[config.mk]
export PLATFORM = sky130hd
export DESIGN_NAME = if_stage_flat
export DESIGN_NICKNAME = d
export VERILOG_FILES = /design/src/rtl/if_stage_if.sv /design/src/rtl/if_stage.sv /design/src/flat_wrapper.sv
export SDC_FILE = /design/constraint.sdc
export NUM_CORES = 1
export LEC_CHECK = 0
export CAP_MARGIN = 20
export CORE_MARGIN = 2
export CORE_UTILIZATION = 39
export CTS_CLUSTER_DIAMETER = 100
export DETAILED_ROUTE_END_ITERATION = 8
export PLACE_DENSITY = 0.79
export SLEW_MARGIN = 25
export SYNTH_ARGS = -nofsm -noshare
export SYNTH_HDL_FRONTEND = slang
export SYNTH_SLANG_ARGS = --single-unit
[constraint.sdc]
create_clock -name clk -period 1.6 [get_ports clk]
set_clock_uncertainty 0.15 [all_clocks]
set_input_delay 0.16 -clock clk [delete_from_list [all_inputs] [get_ports clk]]
set_output_delay 0.16 -clock clk [all_outputs]
set_load 0.02 [all_outputs]
[src/rtl/if_stage_if.sv]
// Bus between the instruction-fetch stage and its surroundings: hazard/redirect
// controls coming in, the instruction-memory port, and the IF/ID slot going out.
// The "slave" view belongs to if_stage; the "master" view belongs to whoever
// drives the controls and owns the memory.
interface if_stage_if #(
  parameter int PC_W = 15
);
  logic            stall_HZRD;
  logic            branch_EXE;
  logic            JAL_EXE;
  logic            JALR_EXE;
  logic [PC_W-1:0] branch_address_EXE;
  logic [PC_W-1:0] jalr_address_EXE;
  logic [PC_W-1:0] imem_addr;
  logic [31:0]     imem_rdata;
  logic [31:0]     instruction_IF_ID;
  logic [6:0]      OPCODE_IF_ID;
  logic [2:0]      FUNCT3_IF_ID;
  logic [4:0]      rd_IF_ID;
  logic [4:0]      rs1_IF_ID;
  logic [4:0]      rs2_IF_ID;
  logic [PC_W-1:0] pc_IF_ID;
  logic            valid_IF_ID;

  modport master (
    output stall_HZRD, branch_EXE, JAL_EXE, JALR_EXE,
           branch_address_EXE, jalr_address_EXE, imem_rdata,
    input  imem_addr, instruction_IF_ID, OPCODE_IF_ID, FUNCT3_IF_ID,
           rd_IF_ID, rs1_IF_ID, rs2_IF_ID, pc_IF_ID, valid_IF_ID
  );

  modport slave (
    input  stall_HZRD, branch_EXE, JAL_EXE, JALR_EXE,
           branch_address_EXE, jalr_address_EXE, imem_rdata,
    output imem_addr, instruction_IF_ID, OPCODE_IF_ID, FUNCT3_IF_ID,
           rd_IF_ID, rs1_IF_ID, rs2_IF_ID, pc_IF_ID, valid_IF_ID
  );
endinterface

[src/rtl/if_stage.sv]
// Instruction-fetch stage with the IF/ID pipeline register. The PC drives a
// synchronous-read memory directly, so the word fetched for imem_addr lands in
// the IF/ID slot one edge later. Stalls freeze the slot by capturing the shown
// instruction (the memory keeps re-reading the next PC meanwhile); redirects
// load the target and squash the one wrong-path slot already in flight.
module if_stage #(
  parameter int          PC_W      = 15,
  parameter logic [14:0] RESET_PC  = 15'h0000,
  parameter int          PC_STEP   = 4,
  parameter logic [31:0] NOP_INSTR = 32'h00000013
) (
  input  logic     clk,
  input  logic     reset_n,
  if_stage_if.slave bus
);

  logic [PC_W-1:0] r_pc;
  logic [PC_W-1:0] r_pcIfId;
  logic            r_squashed;
  logic            r_holding;
  logic [31:0]     r_holdInstr;

  logic            w_redirect;
  logic [PC_W-1:0] w_target;
  logic [31:0]     w_instr;

  assign w_redirect = bus.branch_EXE | bus.JAL_EXE | bus.JALR_EXE;
  assign w_target   = bus.JALR_EXE ? bus.jalr_address_EXE : bus.branch_address_EXE;

  // Squashed slots always read as a NOP; a held slot replays the captured word.
  assign w_instr = r_squashed ? NOP_INSTR :
                   r_holding  ? r_holdInstr : bus.imem_rdata;

  assign bus.imem_addr         = r_pc;
  assign bus.instruction_IF_ID = w_instr;
  assign bus.OPCODE_IF_ID      = w_instr[6:0];
  assign bus.rd_IF_ID          = w_instr[11:7];
  assign bus.FUNCT3_IF_ID      = w_instr[14:12];
  assign bus.rs1_IF_ID         = w_instr[19:15];
  assign bus.rs2_IF_ID         = w_instr[24:20];
  assign bus.pc_IF_ID          = r_pcIfId;
  assign bus.valid_IF_ID       = ~r_squashed;

  // PC and IF/ID update: redirect beats stall, stall beats sequential fetch.
  always_ff @(posedge clk or negedge reset_n) begin
    if (!reset_n) begin
      r_pc        <= PC_W'(RESET_PC);
      r_pcIfId    <= '0;
      r_squashed  <= 1'b1;
      r_holding   <= 1'b0;
      r_holdInstr <= NOP_INSTR;
    end else if (w_redirect) begin
      r_pc       <= w_target;
      r_pcIfId   <= r_pc;
      r_squashed <= 1'b1;
      r_holding  <= 1'b0;
    end else if (bus.stall_HZRD) begin
      r_holdInstr <= w_instr;
      r_holding   <= 1'b1;
    end else begin
      r_pc       <= r_pc + PC_W'(PC_STEP);
      r_pcIfId   <= r_pc;
      r_squashed <= 1'b0;
      r_holding  <= 1'b0;
    end
  end

endmodule

[src/flat_wrapper.sv]
// flat-port wrapper written by rule: the top's interface ports become plain ports
module if_stage_flat 
#(
  parameter int          PC_W      = 15,
  parameter logic [14:0] RESET_PC  = 15'h0000,
  parameter int          PC_STEP   = 4,
  parameter logic [31:0] NOP_INSTR = 32'h00000013
)
  (clk, reset_n, bus_stall_HZRD, bus_branch_EXE, bus_JAL_EXE, bus_JALR_EXE, bus_branch_address_EXE, bus_jalr_address_EXE, bus_imem_rdata, bus_imem_addr, bus_instruction_IF_ID, bus_OPCODE_IF_ID, bus_FUNCT3_IF_ID, bus_rd_IF_ID, bus_rs1_IF_ID, bus_rs2_IF_ID, bus_pc_IF_ID, bus_valid_IF_ID);
  if_stage_if #(.PC_W(PC_W)) bus_i ();
  input  logic clk;
  input  logic reset_n;
  input wire logic [$bits(bus_i.stall_HZRD)-1:0] bus_stall_HZRD;
  input wire logic [$bits(bus_i.branch_EXE)-1:0] bus_branch_EXE;
  input wire logic [$bits(bus_i.JAL_EXE)-1:0] bus_JAL_EXE;
  input wire logic [$bits(bus_i.JALR_EXE)-1:0] bus_JALR_EXE;
  input wire logic [$bits(bus_i.branch_address_EXE)-1:0] bus_branch_address_EXE;
  input wire logic [$bits(bus_i.jalr_address_EXE)-1:0] bus_jalr_address_EXE;
  input wire logic [$bits(bus_i.imem_rdata)-1:0] bus_imem_rdata;
  output wire logic [$bits(bus_i.imem_addr)-1:0] bus_imem_addr;
  output wire logic [$bits(bus_i.instruction_IF_ID)-1:0] bus_instruction_IF_ID;
  output wire logic [$bits(bus_i.OPCODE_IF_ID)-1:0] bus_OPCODE_IF_ID;
  output wire logic [$bits(bus_i.FUNCT3_IF_ID)-1:0] bus_FUNCT3_IF_ID;
  output wire logic [$bits(bus_i.rd_IF_ID)-1:0] bus_rd_IF_ID;
  output wire logic [$bits(bus_i.rs1_IF_ID)-1:0] bus_rs1_IF_ID;
  output wire logic [$bits(bus_i.rs2_IF_ID)-1:0] bus_rs2_IF_ID;
  output wire logic [$bits(bus_i.pc_IF_ID)-1:0] bus_pc_IF_ID;
  output wire logic [$bits(bus_i.valid_IF_ID)-1:0] bus_valid_IF_ID;
  assign bus_i.stall_HZRD = bus_stall_HZRD;
  assign bus_i.branch_EXE = bus_branch_EXE;
  assign bus_i.JAL_EXE = bus_JAL_EXE;
  assign bus_i.JALR_EXE = bus_JALR_EXE;
  assign bus_i.branch_address_EXE = bus_branch_address_EXE;
  assign bus_i.jalr_address_EXE = bus_jalr_address_EXE;
  assign bus_i.imem_rdata = bus_imem_rdata;
  assign bus_imem_addr = bus_i.imem_addr;
  assign bus_instruction_IF_ID = bus_i.instruction_IF_ID;
  assign bus_OPCODE_IF_ID = bus_i.OPCODE_IF_ID;
  assign bus_FUNCT3_IF_ID = bus_i.FUNCT3_IF_ID;
  assign bus_rd_IF_ID = bus_i.rd_IF_ID;
  assign bus_rs1_IF_ID = bus_i.rs1_IF_ID;
  assign bus_rs2_IF_ID = bus_i.rs2_IF_ID;
  assign bus_pc_IF_ID = bus_i.pc_IF_ID;
  assign bus_valid_IF_ID = bus_i.valid_IF_ID;
  if_stage #(.PC_W(PC_W), .RESET_PC(RESET_PC), .PC_STEP(PC_STEP), .NOP_INSTR(NOP_INSTR)) u_core (.clk(clk), .reset_n(reset_n), .bus(bus_i));
endmodule
# [Word level (Yosys, flattened, before mapping)]
# Index checks and enable logic that the tools add are counted.
[op_classes] n_reduce_logical=1 n_bitwise=4 addsub=1 mux=11 eq_ne=1
[ops] op="15-bit 2-to-1 mux" count=5
[ops] op="32-bit 2-to-1 mux" count=2
[ops] op="15-bit by 3-bit adder with 15-bit output, second input constant" count=1
[ops] op="1-bit 2-to-1 mux" count=4
[ops] op="2-bit by 1-bit != test with 1-bit output, second input constant" count=1
[ops] op="1-bit inverter" count=2
[ops] op="1-bit bitwise OR" count=2
[ops] op="2-bit AND reduction" count=1
[totals] in_bits=68 register_bits=64 output_inout_bits=88 wordCells=23

# [Longest topological paths before layout]
# Gate-level depths: netlist of the first run.
[logic_depth] word_depth=4 mapped_depth=6 ltp_nobuf=5

# [Least setup slack after synthesis of the first run]
# Ideal clock, no wire load.
[synth_path] path_type="register -> output" from="register u_core.r_holding" to="output port bus_instruction_IF_ID[13]" n_path_buf=3 setup_slack_ns=-0.158 required_ns=1.290 stages_incl_launch_ff=6 t_arrival_ns=1.448 cell_sequence="dfrtp_1 > clkbuf_1 > buf_2 > mux2i_1 > nor2_1 > buf_4"
[synth_between] elab_chain_len=2
[synth_lines] item="start: declaration" line_no="if_stage.sv:20" source="logic r_holding;"
[synth_lines] item="start signal: assignment" line_no="if_stage.sv:50" source="r_holding <= 1'b0;"
[synth_lines] item="start signal: assignment" line_no="if_stage.sv:56" source="r_holding <= 1'b0;"
[synth_lines] item="start signal: assignment" line_no="if_stage.sv:59" source="r_holding <= 1'b1;"
[synth_lines] item="32-bit 2-to-1 mux" line_no="if_stage.sv:32" source="r_holding ? r_holdInstr : bus.imem_rdata;"
[synth_lines] item="32-bit 2-to-1 mux" line_no="if_stage.sv:31" source="assign w_instr = r_squashed ? NOP_INSTR :"
[synth_lines] item="end: declaration" line_no="flat_wrapper.sv:21" source="output wire logic [$bits(bus_i.instruction_IF_ID)-1:0] bus_instruction_IF_ID;"
# Every way passes these cells.

# [Worst setup path in the final report of the first run]
[layout_path] from="register u_core.r_holding" to="output port bus_instruction_IF_ID[24]"
# Same word-level chain as after synthesis.

==> results of run 1 <==
[state kept, by name (all words and copies together) (netlist names)]
register / flops
u_core.bus.pc_IF_ID: 15
u_core.r_holdInstr: 32
u_core.bus.imem_addr: 15
u_core.r_holding: 1
u_core.r_squashed: 1
[worst max path at each step]
stage	start	to	depth (start not counted)	slack, ns
6_report	u_core.r_holding	bus_instruction_IF_ID[24]	5	-0.22
5_1_grt	u_core.r_holding	bus_instruction_IF_ID[31]	5	-0.29
4_1_cts	u_core.r_holding	bus_FUNCT3_IF_ID[0]	5	-0.27
3_5_place_dp	bus_JAL_EXE	u_core.r_holdInstr[8]	5	-0.49
3_3_place_gp	bus_JAL_EXE	u_core.r_holdInstr[11]	5	-0.44
2_1_floorplan	u_core.r_squashed	bus_instruction_IF_ID[0]	4	-0.05
[area by class of cell]
class                           instances  share of cell area, %
Inverter                                3                  0.224
Timing Repair Buffer                  242                   37.2
Clock inverter                          6                   1.34
Multi-Input combinational cell        210                   30.2
Clock buffer                           10                   2.24
Tap cell                              129                   2.63
Sequential cell                        64                   26.2
[per-layer routing]
layer  track usage [%]  vias to the layer above  wire (um)
met4              6.24                        0        263
li1                  -                     1528          -
met1              24.5                     1549       4280
met3              3.93                       26        541
met2              35.6                      127       5330
met5                 0                        -          0
[cell usage in the layout (no fill, tap or decap), types with 10 or more instances in the layout]
cell type	synthesis	layout
clkbuf_8	0	10
mux2i_1	37	34
nor2_1	34	11
dfrtp_1	60	57
buf_6	0	36
buf_4	25	94
clkdlybuf4s50_1	0	63
dlygate4sd2_1	0	31
nor2_2	1	24
nand2_1	18	18
mux2_4	40	41
[what timing repair did]
action | CTS | global route
endpoints found under the setup margin | 136 | 84
hold endpoints to repair | 64 | 0
pin swaps | 4 | 11
setup buffers | 16 | 12
gates resized for setup | 334 | 38
hold buffers | 1 | 0
gates cloned | 4 | 1
[stage by stage]
step	hold slack [ns]	cell area, um^2	power (mW)	setup WS [ns]
2_1_floorplan	-0.286	3800	2.35	-0.0497
3_3_place_gp	0.0485	5610	2.89	-0.444
3_5_place_dp	0.0491	5610	2.91	-0.489
4_1_cts	0.219	5940	4.41	-0.273
5_1_grt	0.247	6140	4.61	-0.290
6_report	0.229	6140	4.41	-0.222
[critical path: stages, from the launching register on]
cell	delay, ns
dfrtp_2	0.44
buf_4	0.15
buf_6	0.14
mux2i_2	0.16
nor2_2	0.13
buf_4	0.16
[kinds of logic (layout without fill, tap and decap cells)]
logic type,after synthesis,after routing
multiplexers,83,83
AO/OA/AOI/OAI,37,37
AND/OR/NAND/NOR,84,84
XOR/XNOR,5,5
adder cells (fa/ha/maj),1,1
buffers and inverters,47,261
flip-flops,64,64
[where the power goes]
part	switching, mW	internal [mW]
sequential	0.0954	1.74
combinational	0.467	0.579
clock	0.615	0.911
total	1.18	3.23
==> metrics.txt, run 1 <==
status=complete, but fails checks; failing checks=negative setup slack; worst min-delay path category=input pin to asynchronous set/reset pin; Cells after DPL=615; Power Dens Cells=718 nW/um^2; Highest Clock Rate=549 MHz; area of the multi-input gates=1850 um^2; Layout Utilization=66.5%; R2R depth=7; Initial Utilization=40.3%; crit path launch type=flip-flop; number of global-route vias before repair=3265; max cap viols=0; synth top area cells=dfrtp_1 40%, mux2_4 16%, mux2i_1 10%, buf_4 5.0%, nor2_1 3.4%; fraction of registers with async set/reset=100%; Simple-Gate Fraction of Synth Area=11.5%; CTS tree=done; Die W=102 um; Placer Congestion=0.769; Static Leak=2.88 nW; # fillers=746; Distinct cells, synth=47; hpwl dp=7.17 mm; FF-to-FF setup slack=-0.13 ns; r2r endpoint=u_core.r_holdInstr[28]; IO buf count=155; Post-synth EDFFs=0; clock transition at the registers of the reported paths=0.08 ns; crit path kind=flip-flop to primary output; H-Tree Depth=3; Via density=4.86; layout cell share with drive strength beyond 1=46.5%; Commonest cells post-synth=60 x dfrtp_1, 40 x mux2_4, 37 x mux2i_1; grt total ovfl=0; Routed WL per cell=15.7 um; clock sink count=64; first-pass GRT wire length=16.2 mm; Adder-Cell Fraction of Synth Area=0.336%; largest family of logic cells by synthesized area=multiplexers; Routed WL=10.4 mm; Clock Latency Late Sink=0.33 ns; Final Setup Violations=73; Max-slew headroom=74.1%; minimum clock period=1.82 ns; Ant. Diodes=0; Cell Area, Synth=3720 um^2; DR iter-0 viols=62; GRT Overall Usage=20.1%; area leader, netlist=dfrtp_1; Syn Area/Cell=11.6 um^2; Root Buffer Master=clkbuf_8; TNS Setup=-9.20 ns; drc violations=0; drt first pass iters=4; post-synthesis compound-gate area fraction=6.46%; FF+latch area=1610 um^2; post-synthesis mux area share=27.9%; Hold Fails Final Rpt=0; XOR/XNOR Fraction of Synth Area=1.18%; share of the synthesized area in the top cell type=40.3%; Routed Antenna Nets=0; Most used DFF post-synth=dfrtp_1; WP data arrival=1.51 ns; pins over their slew limit=0; RR Startpoint=u_core.r_holding; area growth from synthesis to layout=65.1%; Yosys warning count=0; # nets final=599; post-route setup slack=-0.222 ns; Cells after Synth=321; CP Capture Type=primary output; Crit path required time=1.29 ns; Clock Path Buffers=2; total CTS buffers=9; top-count cell post-synth=dfrtp_1; Post-Synthesis Net Count=390; CP Max Fanout=7; worst slew pin tran=0.383 ns; final non-filler cell total=664; Ports=156; Die Height=102 um; largest net degree at the start of global routing=65; Rows=35; unrepaired setup endpoints after global routing=true; CORE AREA=9240 um^2; register area share after synthesis=43.2%; initial antenna violation count=0; fin crit share=114%; post-synthesis register bit count=64; total number of vias=3230; Die Footprint=10300 um^2; Worst VDD drop=0.000465 V
Note: power is estimated with default switching activity, not from simulation.
==> run 2: changes to the inputs <==
- CTS_CLUSTER_DIAMETER: 100 -> 40
==> results of run 2 <==
Final layout, timing and power as in run 1 (identical DEF).
==> run 3: changes to the inputs <==
- CORE_MARGIN: 2 -> 10
- CORE_UTILIZATION: 39 -> 30
- PLACE_DENSITY: 0.79 -> 0.64
==> run 3 against run 2 <==
Highest routed layer unchanged. The flow still finishes with violations (negative setup slack). Register-to-register slack got worse by 0.02 ns. Fmax rose by 3.0%. Utilization fell by 14 points. Cell count rose by 7.2%. Flip-flop and latch count did not move. Worst hold slack improved by 0.0044 ns. First-iteration DRC count rose by 120%. Critical endpoint is now bus_instruction_IF_ID[19].
==> metrics.txt, run 3 (same netlist as run 1, synthesis figures left out) <==
Die Height=131 um; Power Dens Cells=736 nW/um^2; CORE AREA=12100 um^2; Die Footprint=17300 um^2; pins over their slew limit=0; GR Layer Usage met1=17.3%; IO buf count=155; failing checks=negative setup slack; Clock Latency Late Sink=0.32 ns; Seq pwr share=39.0%; first-pass GRT wire length=19.1 mm; GR Util met2=19.7%; WP data arrival=1.46 ns; Clock Path Buffers=2; Initial Utilization=30.9%; initial antenna violation count=0; clock share of power=37.5%; hold slack final=0.234 ns; H-Tree Depth=3; Comb pwr share=23.5%; drc violations=0; Routed WL per cell=17.0 um; drt first pass iters=5; post-route setup slack=-0.168 ns; Ant. Diodes=0; status=complete, but fails checks; Cells after DPL=662; unrepaired setup endpoints after global routing=true; Static Leak=2.95 nW; grt total ovfl=0; Final Setup Violations=69; GRT Overall Usage=13.6%; largest net degree at the start of global routing=42; most flop-heavy register=u_core.r_holdInstr; worst slew pin tran=0.524 ns; total number of vias=3172; busiest metal layer after global routing=met2; Max-slew headroom=65.1%; Highest Clock Rate=566 MHz; Via density=4.46; CP Max Fanout=8; minimum clock period=1.77 ns; Largest register FFs=32; crit path kind=flip-flop to primary output; final non-filler cell total=712; fin crit share=111%; hpwl dp=8.66 mm; layout cell share with drive strength beyond 1=48.3%; CP max-delay cell=dfstp_2; CTS tree=done; Die W=131 um; crit path launch type=flip-flop; Root Buffer Master=clkbuf_16; Hold Fails Final Rpt=0; Int Pwr=3.44 mW; commonest non-fill, non-tap cell in the layout=buf_4; Routed Antenna Nets=0; number of global-route vias before repair=3376; sequence of cells on the critical path=buf_6 -> buf_12 -> buf_6 -> nor2_2 -> buf_4; commonest non-fill, non-tap cells in the layout=99 x buf_4, 63 x clkdlybuf4s50_1, 57 x dfrtp_1; DR iter-0 viols=139; worst min-delay path category=input pin to asynchronous set/reset pin; clock transition at the registers of the reported paths=0.05 ns; # nets final=608; CP dominant cell by count=buf_6; CP Capture Type=primary output; area of the multi-input gates=1930 um^2; # fillers=1090; Sw Share=26.8%; max cap viols=0; Ports=156; clock sink count=64; Net Switching=1.26 mW; Crit path required time=1.29 ns; total chip power=4.70 mW; total CTS buffers=9; Worst VDD drop=0.000362 V; met3 Track Usage GR=6.97%; Placer Congestion=0.765; area growth from synthesis to layout=71.7%; Routed WL=12.1 mm; Rows=40; Worst path max stage delay=0.57 ns; FF+latch area=1610 um^2
==> run 3: metal layers <==
metal  share of wire, %  routed length (um)
met1                 46                5570
met5                  0                   0
met3                 10                1200
met4               0.83                 100
met2                 43                5210
==> run 3: cell type report <==
class / count / share of cell area (%)
sequential: 64 / 25.2
timing repair buffer: 251 / 36.9
multi-input combinational: 210 / 30.2
inverter: 3 / 0.176
clock buffer: 13 / 3.92
clock inverter: 3 / 0.274
tap: 168 / 3.29
==> run 3: what timing repair did <==
item / 4_1_cts / 5_1_grt
cloned: 4 / 2
gates resized for setup: 303 / 87
pin swaps: 5 / 9
hold endpoints to repair: 60 / 0
hold buffers: 1 / 0
setup buffers: 14 / 15
setup endpoints to repair: 136 / 83
==> run 3: worst max-delay path, delay by kind of cell, from the launching register on <==
kind / cells / cell delay (ns)
DFF: 1 / 0.57
buffers and inverters: 4 / 0.51
and+or+nand+nor: 1 / 0.05
==> run 3: power groups by stage <==
stage	sequential, mW	clock [mW]	combinational, mW
2_1_floorplan	1.95	0	0.402
3_3_place_gp	1.86	0	1.06
3_5_place_dp	1.86	0	1.07
4_1_cts	1.84	1.82	1.05
5_1_grt	1.86	1.89	1.19
6_report	1.84	1.76	1.10
==> run 3: final timing paths <==
check,start,to,slack (ns),cells past startpoint
min reg2reg,u_core.bus.pc_IF_ID[3],u_core.bus.pc_IF_ID[3],0.35,1
max in group asynchronous,reset_n,u_core.r_holding,0.59,3
min in group clk,bus_jalr_address_EXE[1],u_core.bus.imem_addr[1],0.25,3
max,u_core.r_squashed,bus_instruction_IF_ID[19],-0.17,5
min,reset_n,u_core.r_holdInstr[2],0.23,3
max reg2reg,u_core.r_squashed,u_core.r_holdInstr[7],-0.15,7
==> run 3: metrics by stage <==
stage	instance area [um^2]	utilization [%]	TNS (ns)	worst slack [ns]
floorplan	3800	-	-0.149	-0.0497
global placement	5710	47.3	-31.26	-0.398
detailed placement	5710	47.3	-33.71	-0.429
CTS	6130	50.9	-12.05	-0.270
global route	6390	53.0	-12.82	-0.232
finish	6390	53.0	-7.72	-0.168
